**src/rtl/rom_stream_scheduler.sv**
```systemverilog
// Round-robin sequencer that streams runs of ROM words into the serial converter,
// one word per ready edge, through a single-entry prefetch register.
module rom_stream_scheduler #(
  parameter int ROM_DATA_WIDTH = 96,
  parameter int ROM_ADDR_WIDTH = 6,
  parameter int LEN_WIDTH      = 6
) (
  input  logic                      clk_i,
  input  logic                      rst_ni,
  input  logic [1:0]                req_i,
  input  logic [ROM_ADDR_WIDTH-1:0] req_addr0_i,
  input  logic [ROM_ADDR_WIDTH-1:0] req_addr1_i,
  input  logic [LEN_WIDTH-1:0]      req_len0_i,
  input  logic [LEN_WIDTH-1:0]      req_len1_i,
  output logic [1:0]                grant_o,
  output logic [1:0]                done_o,
  output logic                      busy_o,
  output logic                      rom_en_o,
  output logic [ROM_ADDR_WIDTH-1:0] rom_addr_o,
  input  logic [ROM_DATA_WIDTH-1:0] rom_q_i,
  input  logic                      ready_read_i,
  output logic [ROM_DATA_WIDTH-1:0] rom_data_o,
  output logic                      data_valid_o,
  output logic                      underrun_o
);

  typedef enum logic [2:0] {
    ST_IDLE   = 3'd0,
    ST_FETCH  = 3'd1,
    ST_WAIT   = 3'd2,
    ST_STREAM = 3'd3,
    ST_DRAIN  = 3'd4,
    ST_FINISH = 3'd5
  } state_t;

  localparam logic [ROM_ADDR_WIDTH-1:0] ADDR_ONE  = {{(ROM_ADDR_WIDTH-1){1'b0}}, 1'b1};
  localparam logic [ROM_ADDR_WIDTH-1:0] ADDR_ZERO = {ROM_ADDR_WIDTH{1'b0}};
  localparam logic [LEN_WIDTH-1:0]      LEN_ONE   = {{(LEN_WIDTH-1){1'b0}}, 1'b1};
  localparam logic [LEN_WIDTH-1:0]      LEN_ZERO  = {LEN_WIDTH{1'b0}};
  localparam logic [ROM_DATA_WIDTH-1:0] DATA_ZERO = {ROM_DATA_WIDTH{1'b0}};

  state_t                      state_r;
  logic                        last_r;
  logic                        gnt_idx_r;
  logic [ROM_ADDR_WIDTH-1:0]   addr_r;
  logic [LEN_WIDTH-1:0]        rem_r;
  logic [ROM_DATA_WIDTH-1:0]   pf_r;
  logic                        pf_full_r;
  logic                        rr_r;

  logic                        ready_edge_s;
  logic                        winner_s;
  logic [ROM_ADDR_WIDTH-1:0]   start_addr_s;
  logic [LEN_WIDTH-1:0]        start_len_s;

  // Ready edge detect and round-robin winner selection (the non-last requester is preferred).
  always_comb begin
    ready_edge_s = ready_read_i & ~rr_r;
    winner_s     = last_r;
    if (last_r == 1'b1) begin
      winner_s = req_i[0] ? 1'b0 : 1'b1;
    end else begin
      winner_s = req_i[1] ? 1'b1 : 1'b0;
    end
    if (winner_s == 1'b1) begin
      start_addr_s = req_addr1_i;
      start_len_s  = req_len1_i;
    end else begin
      start_addr_s = req_addr0_i;
      start_len_s  = req_len0_i;
    end
  end

  // Job sequencer: arbitration, ROM fetch, prefetch hand-off and completion.
  always_ff @(posedge clk_i or negedge rst_ni) begin
    if (!rst_ni) begin
      state_r      <= ST_IDLE;
      last_r       <= 1'b1;
      gnt_idx_r    <= 1'b0;
      addr_r       <= ADDR_ZERO;
      rem_r        <= LEN_ZERO;
      pf_r         <= DATA_ZERO;
      pf_full_r    <= 1'b0;
      rr_r         <= 1'b0;
      grant_o      <= 2'b00;
      done_o       <= 2'b00;
      busy_o       <= 1'b0;
      rom_en_o     <= 1'b0;
      rom_addr_o   <= ADDR_ZERO;
      rom_data_o   <= DATA_ZERO;
      data_valid_o <= 1'b0;
      underrun_o   <= 1'b0;
    end else begin
      rr_r   <= ready_read_i;
      done_o <= 2'b00;
      case (state_r)
        ST_IDLE: begin
          if (req_i != 2'b00) begin
            grant_o   <= winner_s ? 2'b10 : 2'b01;
            gnt_idx_r <= winner_s;
            last_r    <= winner_s;
            addr_r    <= start_addr_s;
            rem_r     <= start_len_s;
            busy_o    <= 1'b1;
            if (start_len_s == LEN_ZERO) begin
              state_r <= ST_FINISH;
            end else begin
              // The strobe is launched together with the state change so it is high during FETCH.
              state_r    <= ST_FETCH;
              rom_en_o   <= 1'b1;
              rom_addr_o <= start_addr_s;
            end
          end
        end
        ST_FETCH: begin
          rom_en_o <= 1'b0;
          addr_r   <= addr_r + ADDR_ONE;
          rem_r    <= rem_r - LEN_ONE;
          state_r  <= ST_WAIT;
        end
        ST_WAIT: begin
          pf_r      <= rom_q_i;
          pf_full_r <= 1'b1;
          state_r   <= ST_STREAM;
        end
        ST_STREAM: begin
          if (ready_edge_s) begin
            if (pf_full_r) begin
              rom_data_o   <= pf_r;
              data_valid_o <= 1'b1;
              pf_full_r    <= 1'b0;
              if (rem_r != LEN_ZERO) begin
                state_r    <= ST_FETCH;
                rom_en_o   <= 1'b1;
                rom_addr_o <= addr_r;
              end else begin
                state_r <= ST_DRAIN;
              end
            end else begin
              underrun_o <= 1'b1;
            end
          end
        end
        ST_DRAIN: begin
          if (ready_edge_s) begin
            data_valid_o <= 1'b0;
            state_r      <= ST_FINISH;
          end
        end
        ST_FINISH: begin
          done_o  <= gnt_idx_r ? 2'b10 : 2'b01;
          grant_o <= 2'b00;
          busy_o  <= 1'b0;
          state_r <= ST_IDLE;
        end
        default: begin
          state_r  <= ST_IDLE;
          grant_o  <= 2'b00;
          busy_o   <= 1'b0;
          rom_en_o <= 1'b0;
        end
      endcase
    end
  end

endmodule
```
**config.mk**
```make
export PLATFORM = sky130hd
export DESIGN_NAME = rom_stream_scheduler
export DESIGN_NICKNAME = d
export VERILOG_FILES = /design/src/rtl/rom_stream_scheduler.sv
export SDC_FILE = /design/constraint.sdc
export NUM_CORES = 1
export LEC_CHECK = 0
export CORE_MARGIN = 2
export CORE_UTILIZATION = 44
export DETAILED_ROUTE_END_ITERATION = 10
export PLACE_DENSITY = 0.73
export SKIP_CTS_REPAIR_TIMING = 1
export SLEW_MARGIN = 20
export SYNTH_ARGS = -nofsm -noshare
export SYNTH_HDL_FRONTEND = slang
export SYNTH_SLANG_ARGS = --single-unit
```
**constraint.sdc**
```tcl
create_clock -name clk_i -period 2 [get_ports clk_i]
set_input_delay 0.5 -clock clk_i [delete_from_list [all_inputs] [get_ports clk_i]]
set_output_delay 0.5 -clock clk_i [all_outputs]
set_load 0.01 [all_outputs]
```
==> results of run 1 <==
## area by class of cell
class	instances	area, um^2
fillers	1444	7310
clock buffers	39	768
clock inverters	5	58.8
well taps	270	338
repair buffers	274	2780
multi-input cells	338	3200
flip-flops and latches	225	5630
inverters	5	18.8
## synth_stat cells (5+ instances only)
library cell and n:
dfrtp_1 224, mux2_2 152, mux2_1 41, nor2_1 22
buf_2 19, nand2_1 17, mux2i_1 12, o21ai_0 11
o21ai_1 11, a21oi_1 8, mux2_4 6, o221ai_1 6
buf_4 5, nand2b_1 5
## metal layers
layer / global-route usage (%) / vias to the layer above / routed length (um)
li1: - / 2671 / -
met5: 0 / - / 0
met1: 23.8 / 2967 / 8280
met2: 33.5 / 207 / 10200
met4: 4.90 / 0 / 401
met3: 7.05 / 33 / 2020
## stage by stage
stage	setup TNS (ps)	hold slack, ps	total power [mW]	area (um^2)	utilization, %
floorplan	-193	204	11.7	8960	-
global placement	-44120	438	15.1	11900	59.1
detailed placement	-48380	440	15.6	11900	59.1
CTS	-419	-45.5	20.2	12700	63.2
global route	-76.5	446	21.2	12800	63.6
finish	0	420	20.0	12800	63.6
## registers in the layout, summed over array words and instances, names as in the netlist
| signal | flops |
|---|---|
| pf_r | 96 |
| rr_r | 1 |
| underrun_o | 1 |
| gnt_idx_r | 1 |
| data_valid_o | 1 |
| done_o | 2 |
| addr_r | 6 |
| pf_full_r | 1 |
| last_r | 1 |
| rom_addr_o | 6 |
| grant_o | 2 |
| rem_r | 6 |
| rom_en_o | 1 |
| busy_o | 1 |
| rom_data_o | 96 |
| state_r | 3 |
## cell families after synthesis
kind of cell | synth area share, %
compound gates | 3.71
simple gates | 4.30
fa+ha+maj | 0.419
flops | 62.8
mux | 26.6
buf+inv | 2.02
xor+xnor | 0.0978
## how the worst max path moves through the flow
stage	from	to	slack, ps	cells past startpoint
detailed placement	req_len1_i[4]	rom_addr_o[5]	-600	7
floorplan	req_len1_i[4]	rom_addr_o[0]	-30	6
global route	last_r	rom_addr_o[5]	-20	6
finish	last_r	rom_addr_o[5]	20	6
CTS	req_len1_i[4]	rom_addr_o[5]	-80	7
global placement	req_len1_i[4]	rom_addr_o[2]	-590	7
## worst max-delay path, delay by kind of cell, from the launching register on
family	cells	cell delay [ps]
buffers and inverters	1	150
muxes	1	290
AOI/OAI and AO/OA	2	390
and+or+nand+nor	2	470
DFF	1	560
## where the power goes
part           total, mW  internal [mW]  switching (mW)
Sequential          8.05           6.82            1.23
Clock               4.49           2.76            1.73
Combinational       7.44           4.56            2.88
==> results.cfg, run 1 <==
[final_layout]
layout.cells.most_common = clkdlybuf4s50_1
layout.cells.non_filler = 1156
area_growth_syn_to_layout_pct = 42.7
drive_above_1_share_pct = 28.9
final_cell_mix = 226 x clkdlybuf4s50_1, 224 x dfrtp_1, 152 x mux2_2
n_antenna_cell = 0
nNetsFinal = 996

[grt]
overflow = 0
grt_pass1_vias = 6553
grt_max_degree = 63
antenna_found_initial = 0
grt_pass1_wl_um = 34200
grt.total_usage_pct = 19.6

[logic_synthesis]
synthCells = 598
synth-main-ff-cell = dfrtp_1
netlist.area_leader.share_pct = 62.6
syn_area_per_cell_um2 = 15.0
synth_edf_count = 0
async_flop_share_pct = 100
ys_ff_latch = 225
syn-num-nets = 726
synth_cell_type_count = 50
netlist_top_cells_area = dfrtp_1 63%, mux2_2 19%, mux2_1 5.2%
syn_area_um2 = 8960
ys_warn_count = 0
ys_seq_area_share_pct = 62.8
yosysTopAreaCell = dfrtp_1

[sta]
hold_viol_final = 0
post-route-min-period_ps = 1980
setup_viol = 0
worst_pin_slew_ps = 531
fin_crit_sh_pct = 99.0
slew_viol_final = 0
max_freq_ghz = 0.505
max_slew_margin_pct = 64.6
layout_setup_ws_ps = 20.3
fin_skew_ps = 11.2

[setup_path]
max_stage_delay_ps = 560
worstPathArrival_ps = 2360
critPathCaptureType = register
ff2ff_path_depth = 6
worst_ep_required_time_ps = 2380
critPathKind = reg -> reg
r2r_slack_ps = 20
slowest_stage = dfstp_2
crit_chain = nor2_2 -> o211a_1 -> o21ai_2 -> or3b_4 -> buf_12 -> mux2_4
r2r_end = rom_addr_o[5]
start_kind = register
path_max_fanout = 6
r2r-start = last_r

[clock_network]
clkSinkCount = 225
cts_inserted_buffers = 24
cts_tree = done
htree_levels = 1
clk_pin_slew_ps = 60
clock_latency_ps = 510
clk_path_buf_depth = 3
cts-root-buf = clkbuf_16

[die]
die_y_um = 147
num_rows = 52
dieArea_um2 = 21500
io_pins = 235
fp.dieW_um = 147
start_util_pct = 44.6
core_um2 = 20100

[placement]
place_congestion = 0.827
place_hpwl_um = 15000
place_inst = 1109
dp_worst_setup_slack_ps = -603
port_buffers = 234

[route]
via_count = 5878
drc = 0
first_iter_violations = 190
drt_first_pass_iters = 4
routed_wl_um = 20900
wl_per_cell_um = 18.1
vias_per_cell = 5.08
drt.antenna.violating_nets = 0

[hold_path]
hold_path_depth = 3
hp-class = in -> reg
min_to = rem_r[2]
hp-start = req_len1_i[2]

[job]
drv_cap = 0

[outcome]
status = finished clean

[pwr]
ir_drop_mv = 0.831
p_per_area_nw_per_um2 = 1560
power.leakage_nw = 5.48
Note: power is estimated with default switching activity, not from simulation.
==> inputs of run 2 (changes only) <==
--- a/config.mk
+++ b/config.mk
@@ -5,6 +5,7 @@
 export SDC_FILE = /design/constraint.sdc
 export NUM_CORES = 1
 export LEC_CHECK = 0
+export CAP_MARGIN = 15
 export CORE_MARGIN = 2
 export CORE_UTILIZATION = 44
 export DETAILED_ROUTE_END_ITERATION = 10
==> results of run 2 <==
No change in the layout: final DEF, timing and power equal those of run 1.
==> inputs of run 3 (changes only) <==
--- a/config.mk
+++ b/config.mk
@@ -6,6 +6,7 @@
 export NUM_CORES = 1
 export LEC_CHECK = 0
 export CAP_MARGIN = 15
+export CORE_ASPECT_RATIO = 1.4
 export CORE_MARGIN = 2
 export CORE_UTILIZATION = 44
 export DETAILED_ROUTE_END_ITERATION = 10
==> results.cfg, run 3 (synthesized netlist as in run 1, its figures left out) <==
[pwr]
seqPwrFrac_pct = 40.9
power.total_mw = 19.7
p_int_mw = 13.9
p_per_area_nw_per_um2 = 1560
p_sw_share_pct = 29.5
switching_power_mw = 5.80
power.leakage_nw = 5.41
ir_drop_mv = 0.941
p_comb_share_pct = 37.7
power.share.clock_pct = 21.4

[sta]
fin_skew_ps = 7.78
slew_viol_final = 0
setup_viol = 0
worst_pin_slew_ps = 452
post-route-min-period_ps = 1990
max_freq_ghz = 0.503
rsz0062_at_grt = false
max_slew_margin_pct = 69.6
fin_crit_sh_pct = 99.3
hold_ws_ps = 433
hold_viol_final = 0

[clock_network]
clk_pin_slew_ps = 60
cts_inserted_buffers = 23
clock_latency_ps = 500
clk_path_buf_depth = 3
cts_tree = done
htree_levels = 1
cts-root-buf = clkbuf_16
clkSinkCount = 225

[final_layout]
drive_above_1_share_pct = 28.1
area_growth_syn_to_layout_pct = 41.2
layout.cells.most_common = clkdlybuf4s50_1
n_antenna_cell = 0
post-route-util_pct = 63.5
final_cell_mix = 229 x clkdlybuf4s50_1, 224 x dfrtp_1, 152 x mux2_2
nNetsFinal = 993
top_regs = pf_r x96, rom_data_o x96

[setup_path]
worstPathArrival_ps = 2370
critPathCaptureType = register
critPathTopFamily = buffers and inverters
start_kind = primary input
slowest_stage = clkdlybuf4s50_1
cp.buffers_inverters = 3
path_max_fanout = 6
crit_chain = clkdlybuf4s50_1 -> buf_4 -> or4_4 -> a21o_1 -> o21ai_2 -> or3b_4 -> buf_12 -> mux2_4
worst_ep_required_time_ps = 2380
critPathKind = in -> reg
max_stage_delay_ps = 440

[route]
first_iter_violations = 275
wl_per_cell_um = 18.8
routed_wl_um = 21300
via_count = 5880
vias_per_cell = 5.19
drt_first_pass_iters = 4
drc = 0
drt.antenna.violating_nets = 0

[die]
core_um2 = 19900
fp.dieW_um = 125
die_y_um = 173
io_pins = 235
start_util_pct = 45.0
dieArea_um2 = 21500
num_rows = 61

[grt]
antenna_found_initial = 0
grt_pass1_vias = 6514
grt.total_usage_pct = 19.7
overflow = 0
grt_max_degree = 63
grt_pass1_wl_um = 34400

[hold_path]
hp-class = in -> reg

[placement]
place_hpwl_um = 15400
port_buffers = 234
place_congestion = 0.849

[outcome]
status = finished clean

[job]
drv_cap = 0
==> run 3: changes by cell type in the layout (fill, tap and decap cells not counted), moves of 2 or more <==
cell	delta
clkdlybuf4s50_1	+3
dlymetal6s2s_1	-3
mux2i_1	+3
mux2i_2	-3
clkbuf_16	-2
==> run 3: power by group through the flow <==
stage | sequential (mW) | combinational, mW | clock [mW]
3_5_place_dp | 8.13 | 7.49 | 0
5_1_grt | 8.35 | 7.97 | 4.51
2_1_floorplan | 8.32 | 3.40 | 0
3_3_place_gp | 7.93 | 7.21 | 0
6_report | 8.05 | 7.43 | 4.21
4_1_cts | 8.07 | 7.53 | 4.33
==> run 3: cell type report <==
type | instances | area [um^2]
Clock buffer | 35 | 701
Clock inverter | 5 | 56.3
Fill cell | 1477 | 7270
Inverter | 5 | 18.8
Multi-Input combinational cell | 338 | 3180
Sequential cell | 225 | 5630
Tap cell | 252 | 315
Timing Repair Buffer | 272 | 2750
==> run 3: metrics by stage <==
step	worst slack, ps	std cells	TNS, ps	area [um^2]
6_report	13.1	1132	0	12700
4_1_cts	-111	1130	-640	12600
3_3_place_gp	-616	1090	-25140	11800
3_5_place_dp	-634	1090	-29770	11800
2_1_floorplan	-32.2	598	-193	8960
5_1_grt	1.46	1132	0	12700
==> run 3: path summary, 6_finish.rpt <==
kind	slack, ps	depth (start not counted)	from	to
max	10	8	req_i[0]	rom_addr_o[1]
min reg2reg	470	1	underrun_o	underrun_o
max reg2reg	60	6	last_r	rom_addr_o[1]
max in group asynchronous	840	3	rst_ni	pf_r[52]
min in group asynchronous	490	2	rst_ni	pf_r[87]
min	430	3	req_len1_i[1]	rem_r[1]
==> run 3: metal layers <==
metal	up-vias	track usage, %	routed length [um]
met1	2971	21.8	7700
met4	0	7.16	674
met3	47	4.39	1260
li1	2654	-	-
met5	-	0	0
met2	208	36.6	11600
==> run 3: worst min-delay path, cell delays in order <==
cell,delay (ps)
dlymetal6s2s_1,110
mux2i_1,110
o221ai_1,170
